`src/rtl/dbus_arbiter.sv`:
```
// Two-master arbiter for the shared data-RAM port: m0 (MEM load/store) and
// m1 (fetch). m0 has priority, with a starvation limit that lets m1 through.
module dbus_arbiter #(
  parameter int STARVE_MAX  = 4,
  parameter int TIMEOUT_CYC = 64
) (
  input  logic        clk,
  input  logic        rst_n,
  input  logic        flush_i,
  input  logic        m0_req_i,
  input  logic        m0_we_i,
  input  logic [31:0] m0_addr_i,
  input  logic [31:0] m0_data_i,
  input  logic [3:0]  m0_sel_i,
  output logic [31:0] m0_data_o,
  output logic        m0_ack_o,
  output logic        m0_err_o,
  input  logic        m1_req_i,
  input  logic        m1_we_i,
  input  logic [31:0] m1_addr_i,
  input  logic [31:0] m1_data_i,
  input  logic [3:0]  m1_sel_i,
  output logic [31:0] m1_data_o,
  output logic        m1_ack_o,
  output logic        m1_err_o,
  output logic        s_cyc_o,
  output logic        s_stb_o,
  output logic        s_we_o,
  output logic [31:0] s_addr_o,
  output logic [31:0] s_data_o,
  output logic [3:0]  s_sel_o,
  input  logic [31:0] s_data_i,
  input  logic        s_ack_i,
  output logic        stallreq_o
);

  typedef enum logic [1:0] {IDLE, BUSY, DRAIN} state_t;

  state_t      state, state_nx;
  logic        owner;
  logic [3:0]  starve_cnt;
  logic [7:0]  tmo_cnt;
  logic        grant, grant_m1, tmo_hit, done_ok, done_err, drop, pulse;

  assign tmo_hit = (tmo_cnt == 8'(TIMEOUT_CYC - 1));
  // A master still sees its req high during its ack/err cycle; no grant then,
  // so a finished request is never issued twice.
  assign pulse   = m0_ack_o | m0_err_o | m1_ack_o | m1_err_o;

  assign stallreq_o = (m0_req_i & ~m0_ack_o & ~m0_err_o) |
                      (m1_req_i & ~m1_ack_o & ~m1_err_o);

  always_comb begin
    state_nx = state;
    grant    = 1'b0;
    grant_m1 = 1'b0;
    done_ok  = 1'b0;
    done_err = 1'b0;
    drop     = 1'b0;
    case (state)
      IDLE: if (!flush_i && !pulse && (m0_req_i || m1_req_i)) begin
        grant    = 1'b1;
        grant_m1 = m1_req_i & (~m0_req_i | (starve_cnt == 4'(STARVE_MAX)));
        state_nx = BUSY;
      end
      BUSY: begin
        if (s_ack_i) begin
          drop     = 1'b1;
          done_ok  = ~flush_i;
          state_nx = IDLE;
        end else if (tmo_hit) begin
          drop     = 1'b1;
          done_err = ~flush_i;
          state_nx = IDLE;
        end else if (flush_i) begin
          state_nx = DRAIN;
        end
      end
      // The slave cycle must run to completion; its result is discarded.
      DRAIN: if (s_ack_i || tmo_hit) begin
        drop     = 1'b1;
        state_nx = IDLE;
      end
      default: state_nx = IDLE;
    endcase
  end

  always_ff @(posedge clk) begin
    if (!rst_n) begin
      state      <= IDLE;
      owner      <= 1'b0;
      starve_cnt <= '0;
      tmo_cnt    <= '0;
      s_cyc_o    <= 1'b0;
      s_stb_o    <= 1'b0;
      s_we_o     <= 1'b0;
      s_addr_o   <= '0;
      s_data_o   <= '0;
      s_sel_o    <= '0;
      m0_data_o  <= '0;
      m0_ack_o   <= 1'b0;
      m0_err_o   <= 1'b0;
      m1_data_o  <= '0;
      m1_ack_o   <= 1'b0;
      m1_err_o   <= 1'b0;
    end else begin
      state    <= state_nx;
      m0_ack_o <= 1'b0;
      m0_err_o <= 1'b0;
      m1_ack_o <= 1'b0;
      m1_err_o <= 1'b0;
      if (grant) begin
        owner    <= grant_m1;
        s_cyc_o  <= 1'b1;
        s_stb_o  <= 1'b1;
        s_we_o   <= grant_m1 ? m1_we_i   : m0_we_i;
        s_addr_o <= grant_m1 ? m1_addr_i : m0_addr_i;
        s_data_o <= grant_m1 ? m1_data_i : m0_data_i;
        s_sel_o  <= grant_m1 ? m1_sel_i  : m0_sel_i;
        tmo_cnt  <= '0;
        if (grant_m1 || !m1_req_i)
          starve_cnt <= '0;
        else if (starve_cnt < 4'(STARVE_MAX))
          starve_cnt <= starve_cnt + 4'd1;
      end else if (state != IDLE && !drop) begin
        tmo_cnt <= tmo_cnt + 8'd1;
      end
      if (drop) begin
        s_cyc_o <= 1'b0;
        s_stb_o <= 1'b0;
        s_we_o  <= 1'b0;
      end
      if (done_ok) begin
        if (owner) begin
          m1_ack_o  <= 1'b1;
          m1_data_o <= s_we_o ? 32'h0 : s_data_i;
        end else begin
          m0_ack_o  <= 1'b1;
          m0_data_o <= s_we_o ? 32'h0 : s_data_i;
        end
      end
      if (done_err) begin
        if (owner) m1_err_o <= 1'b1;
        else       m0_err_o <= 1'b1;
      end
    end
  end

endmodule

```
`config.mk`:
```
export PLATFORM = sky130hd
export DESIGN_NAME = dbus_arbiter
export DESIGN_NICKNAME = d
export VERILOG_FILES = /design/src/rtl/dbus_arbiter.sv
export SDC_FILE = /design/constraint.sdc
export NUM_CORES = 1
export LEC_CHECK = 0
export BUFFER_PORTS_ARGS = -buffer_cell sky130_fd_sc_hd__clkbuf_2
export CAP_MARGIN = 20
export CORE_ASPECT_RATIO = 1.2
export CORE_UTILIZATION = 41
export DETAILED_ROUTE_END_ITERATION = 10
export HOLD_SLACK_MARGIN = 0.1
export PLACE_DENSITY_LB_ADDON = 0.05
export SLEW_MARGIN = 40
export SYNTH_ARGS = -nofsm -noshare
export SYNTH_HDL_FRONTEND = slang
export SYNTH_SLANG_ARGS = --single-unit
```
`constraint.sdc`:
```
create_clock -name clk -period 1.9 [get_ports clk]
set_input_delay 0.095 -clock clk [delete_from_list [all_inputs] [get_ports clk]]
set_output_delay 0.095 -clock clk [all_outputs]
set_load 0.03 [all_outputs]
```
==> out/qor.csv <==
metric,value,unit
WL per Instance,18.1,µm
DRT Pass-1 Iters,5,
clock network power share,0.376,
unrepaired setup endpoints after global routing,true,
Finish-stage setup viols,72,
Yosys cell types,41,
CP Launch Type,flop,
post-synthesis sequential area ratio,0.488,
Worst-Skew Late Latency,430,ps
Met2 Routed Length,13200,µm
"Cell Area, Synth",6280,µm²
Pint,5920,µW
MaxCap Viol Count,0,
Reg power frac,0.412,
Fin. Hold Viols,0,
CTS HTree Levels,4,
leakage power,0.00517,µW
die width,115,µm
Synth-to-Final Area Change,76.4,%
outcome,finished with violations,
fmax,467,MHz
Psw,2410,µW
CTS tree,built,
syn_nets,923,
Tmin final,2140,ps
routability cong.,0.805,
row count,49,
# port buffers,315,
Max transition margin,0.735,
layout cells sized above 1,0.353,
Max Slew Vio Count,0,
Detailed Route WL,26700,µm
Post-DP HPWL,14200,µm
Hold Path Class,input port to flop,
Cells after Synth,741,
vias in the first global route,7348,
Clock Skew,14.8,ps
"Reg clk slew, reported paths",70,ps
Tot GR Track Use,0.313,
Fin Setup TNS,-9100,ps
combinational power share,0.211,
first-pass GRT wire length,37300,µm
num ports,316,
largest net degree at the start of global routing,54,
total clock sinks,153,
drt initial violations,608,
Sw Share,0.289,
clock root buffer,clkbuf_16,
clk buf depth,2,
Critical Path End Type,flop,
total CTS buffers,17,
DRC viols,0,
routed wl met3,2330,µm
Crit Path Category,flop to flop,
die height,138,µm
most frequent cells in the layout,"clkbuf_2 (315), nand2_1 (206), dlygate4sd3_1 (172)",
period utilization,1.13,
top layer in use,met4,
worst vdd ir,0.000558,V
fin worst setup slack,-239,ps
Slew @ Worst Pin,398,ps
final core occ,0.740,
total grt overflow,0,
syn avg cell area,8.47,µm²
DRT met1 WL,9460,µm
vias per cell,5.13,
CP Launch Point,m1_err_o,
yosys warns,0,
"antenna viol nets, final",0,
ant diodes,0,
violated checks,setup timing,
die area,15800,µm²
vias after detailed routing,7558,
FF-to-FF Start,m1_err_o,
Core ar.,15000,µm²
number of synthesized register bits,153,
Hold Worst Slack,161,ps
"most common cell after layout, fill and taps aside",clkbuf_2,
fin nets,1437,
Worst Path Arrival,2470,ps
initial antenna violation count,0,
Initial Utilization,0.420,
placed instance area,8320,µm²
Worst Path Max Fanout,7,
final instance area,11100,µm²
Critical Path RT,2230,ps
Pwr Density,752,nW/µm²
pre-CTS WS,-141,ps
HP Start,m0_req_i,
-- cell type report --
cell class                      instances  area (µm²)
Fill cell                            1113        3880
Multi-Input combinational cell        532        3180
Clock inverter                         10        68.8
Timing Repair Buffer                  543        4000
Clock buffer                           22         474
Tap cell                              204         255
Inverter                                8        30.0
Sequential cell                       153        3070
-- per-stage QoR --
| stage | power, µW | cells |
|---|---|---|
| 2_1_floorplan | 4190 | 741 |
| 3_3_place_gp | 4710 | 1256 |
| 3_5_place_dp | 4710 | 1256 |
| 4_1_cts | 8180 | 1469 |
| 5_1_grt | 8620 | 1472 |
| 6_report | 8320 | 1472 |
-- kinds of logic after synthesis --
kind of cell / count (synthesis) / synth area share
AOI/OAI and AO/OA: 160 / 0.140
xor gates and xnor gates: 4 / 0.00558
adders and majority gates: 6 / 0.0120
buffers and inverters: 57 / 0.0433
DFF: 153 / 0.488
muxes: 69 / 0.110
and+or+nand+nor: 292 / 0.201
-- power by group through the flow --
stage / combinational [µW] / clock (µW) / sequential [µW]
after floorplan: 450 / 0 / 3740
after global placement: 1230 / 0 / 3480
after detailed placement: 1220 / 0 / 3490
after CTS: 1600 / 3160 / 3420
after global routing: 1840 / 3330 / 3440
final: 1760 / 3130 / 3430
-- synth_stat cells --
library cell | number | share of area
a211o_1 | 1 | 0.0014
xnor2_1 | 4 | 0.0056
o22ai_1 | 1 | 0.0010
buf_4 | 1 | 0.0012
and3_1 | 2 | 0.0020
a21oi_1 | 71 | 0.057
ha_1 | 6 | 0.012
o211a_1 | 1 | 0.0016
dfxtp_1 | 153 | 0.49
a211oi_1 | 3 | 0.0036
buf_2 | 1 | 0.00080
clkbuf_1 | 40 | 0.024
o21a_1 | 1 | 0.0012
mux2i_1 | 69 | 0.11
nand2_4 | 1 | 0.0018
nor4_4 | 1 | 0.0034
nand2_1 | 209 | 0.12
nor2b_1 | 33 | 0.033
a31oi_1 | 2 | 0.0020
nor3b_1 | 1 | 0.0012
inv_1 | 7 | 0.0042
a2111oi_0 | 1 | 0.0014
nand4_1 | 1 | 0.0010
nor2_1 | 24 | 0.014
o41a_2 | 1 | 0.0020
nand3_1 | 8 | 0.0064
nand2b_1 | 3 | 0.0030
o21ai_0 | 4 | 0.0032
a22o_1 | 1 | 0.0014
inv_2 | 1 | 0.00060
nor3_1 | 3 | 0.0024
nand4bb_1 | 1 | 0.0018
or4_4 | 1 | 0.0018
o21ai_1 | 68 | 0.054
buf_6 | 7 | 0.013
nor4_1 | 1 | 0.0010
a2111oi_4 | 1 | 0.0044
nand3b_1 | 2 | 0.0024
or2_2 | 1 | 0.0010
a22oi_1 | 1 | 0.0012
a41o_1 | 3 | 0.0048
-- flip-flops by register name, summed over array words and instances (netlist names) --
| signal | flops |
|---|---|
| m0_data_o | 32 |
| m1_data_o | 32 |
| s_addr_o | 32 |
| s_data_o | 32 |
| tmo_cnt | 8 |
| s_sel_o | 4 |
| starve_cnt | 4 |
| state | 2 |
| m0_ack_o | 1 |
| m0_err_o | 1 |
| m1_ack_o | 1 |
| m1_err_o | 1 |
| owner | 1 |
| s_stb_o | 1 |
| s_we_o | 1 |
-- final timing paths --
kind,end,cells after the start,slack [ps]
min,starve_cnt[2],5,160
max reg2reg,s_addr_o[9],7,-240
min reg2reg,s_addr_o[31],2,450
max,s_addr_o[9],7,-240
-- worst max-delay path: stages, from the launching register on --
cell	delay, ps
dfxtp_4	340
or4_4	560
a2111oi_4	230
buf_4	200
nand2_8	120
buf_8	200
mux2i_2	150
o21ai_1	230
-- metal layers --
metal / global-route usage / vias to the layer above
li1: - / 3512
met1: 0.335 / 3458
met2: 0.537 / 459
met3: 0.0968 / 129
met4: 0.196 / 0
met5: 0 / -
-- timing repair --
item,in CTS,in global routing
endpoints found under the hold margin,136,0
setup endpoints to repair,82,81
cloned,5,3
hold buffers,172,0
resized for setup,34,34
pin swaps,1,0
setup buffers,4,0
Note: power is estimated with default switching activity, not from simulation.
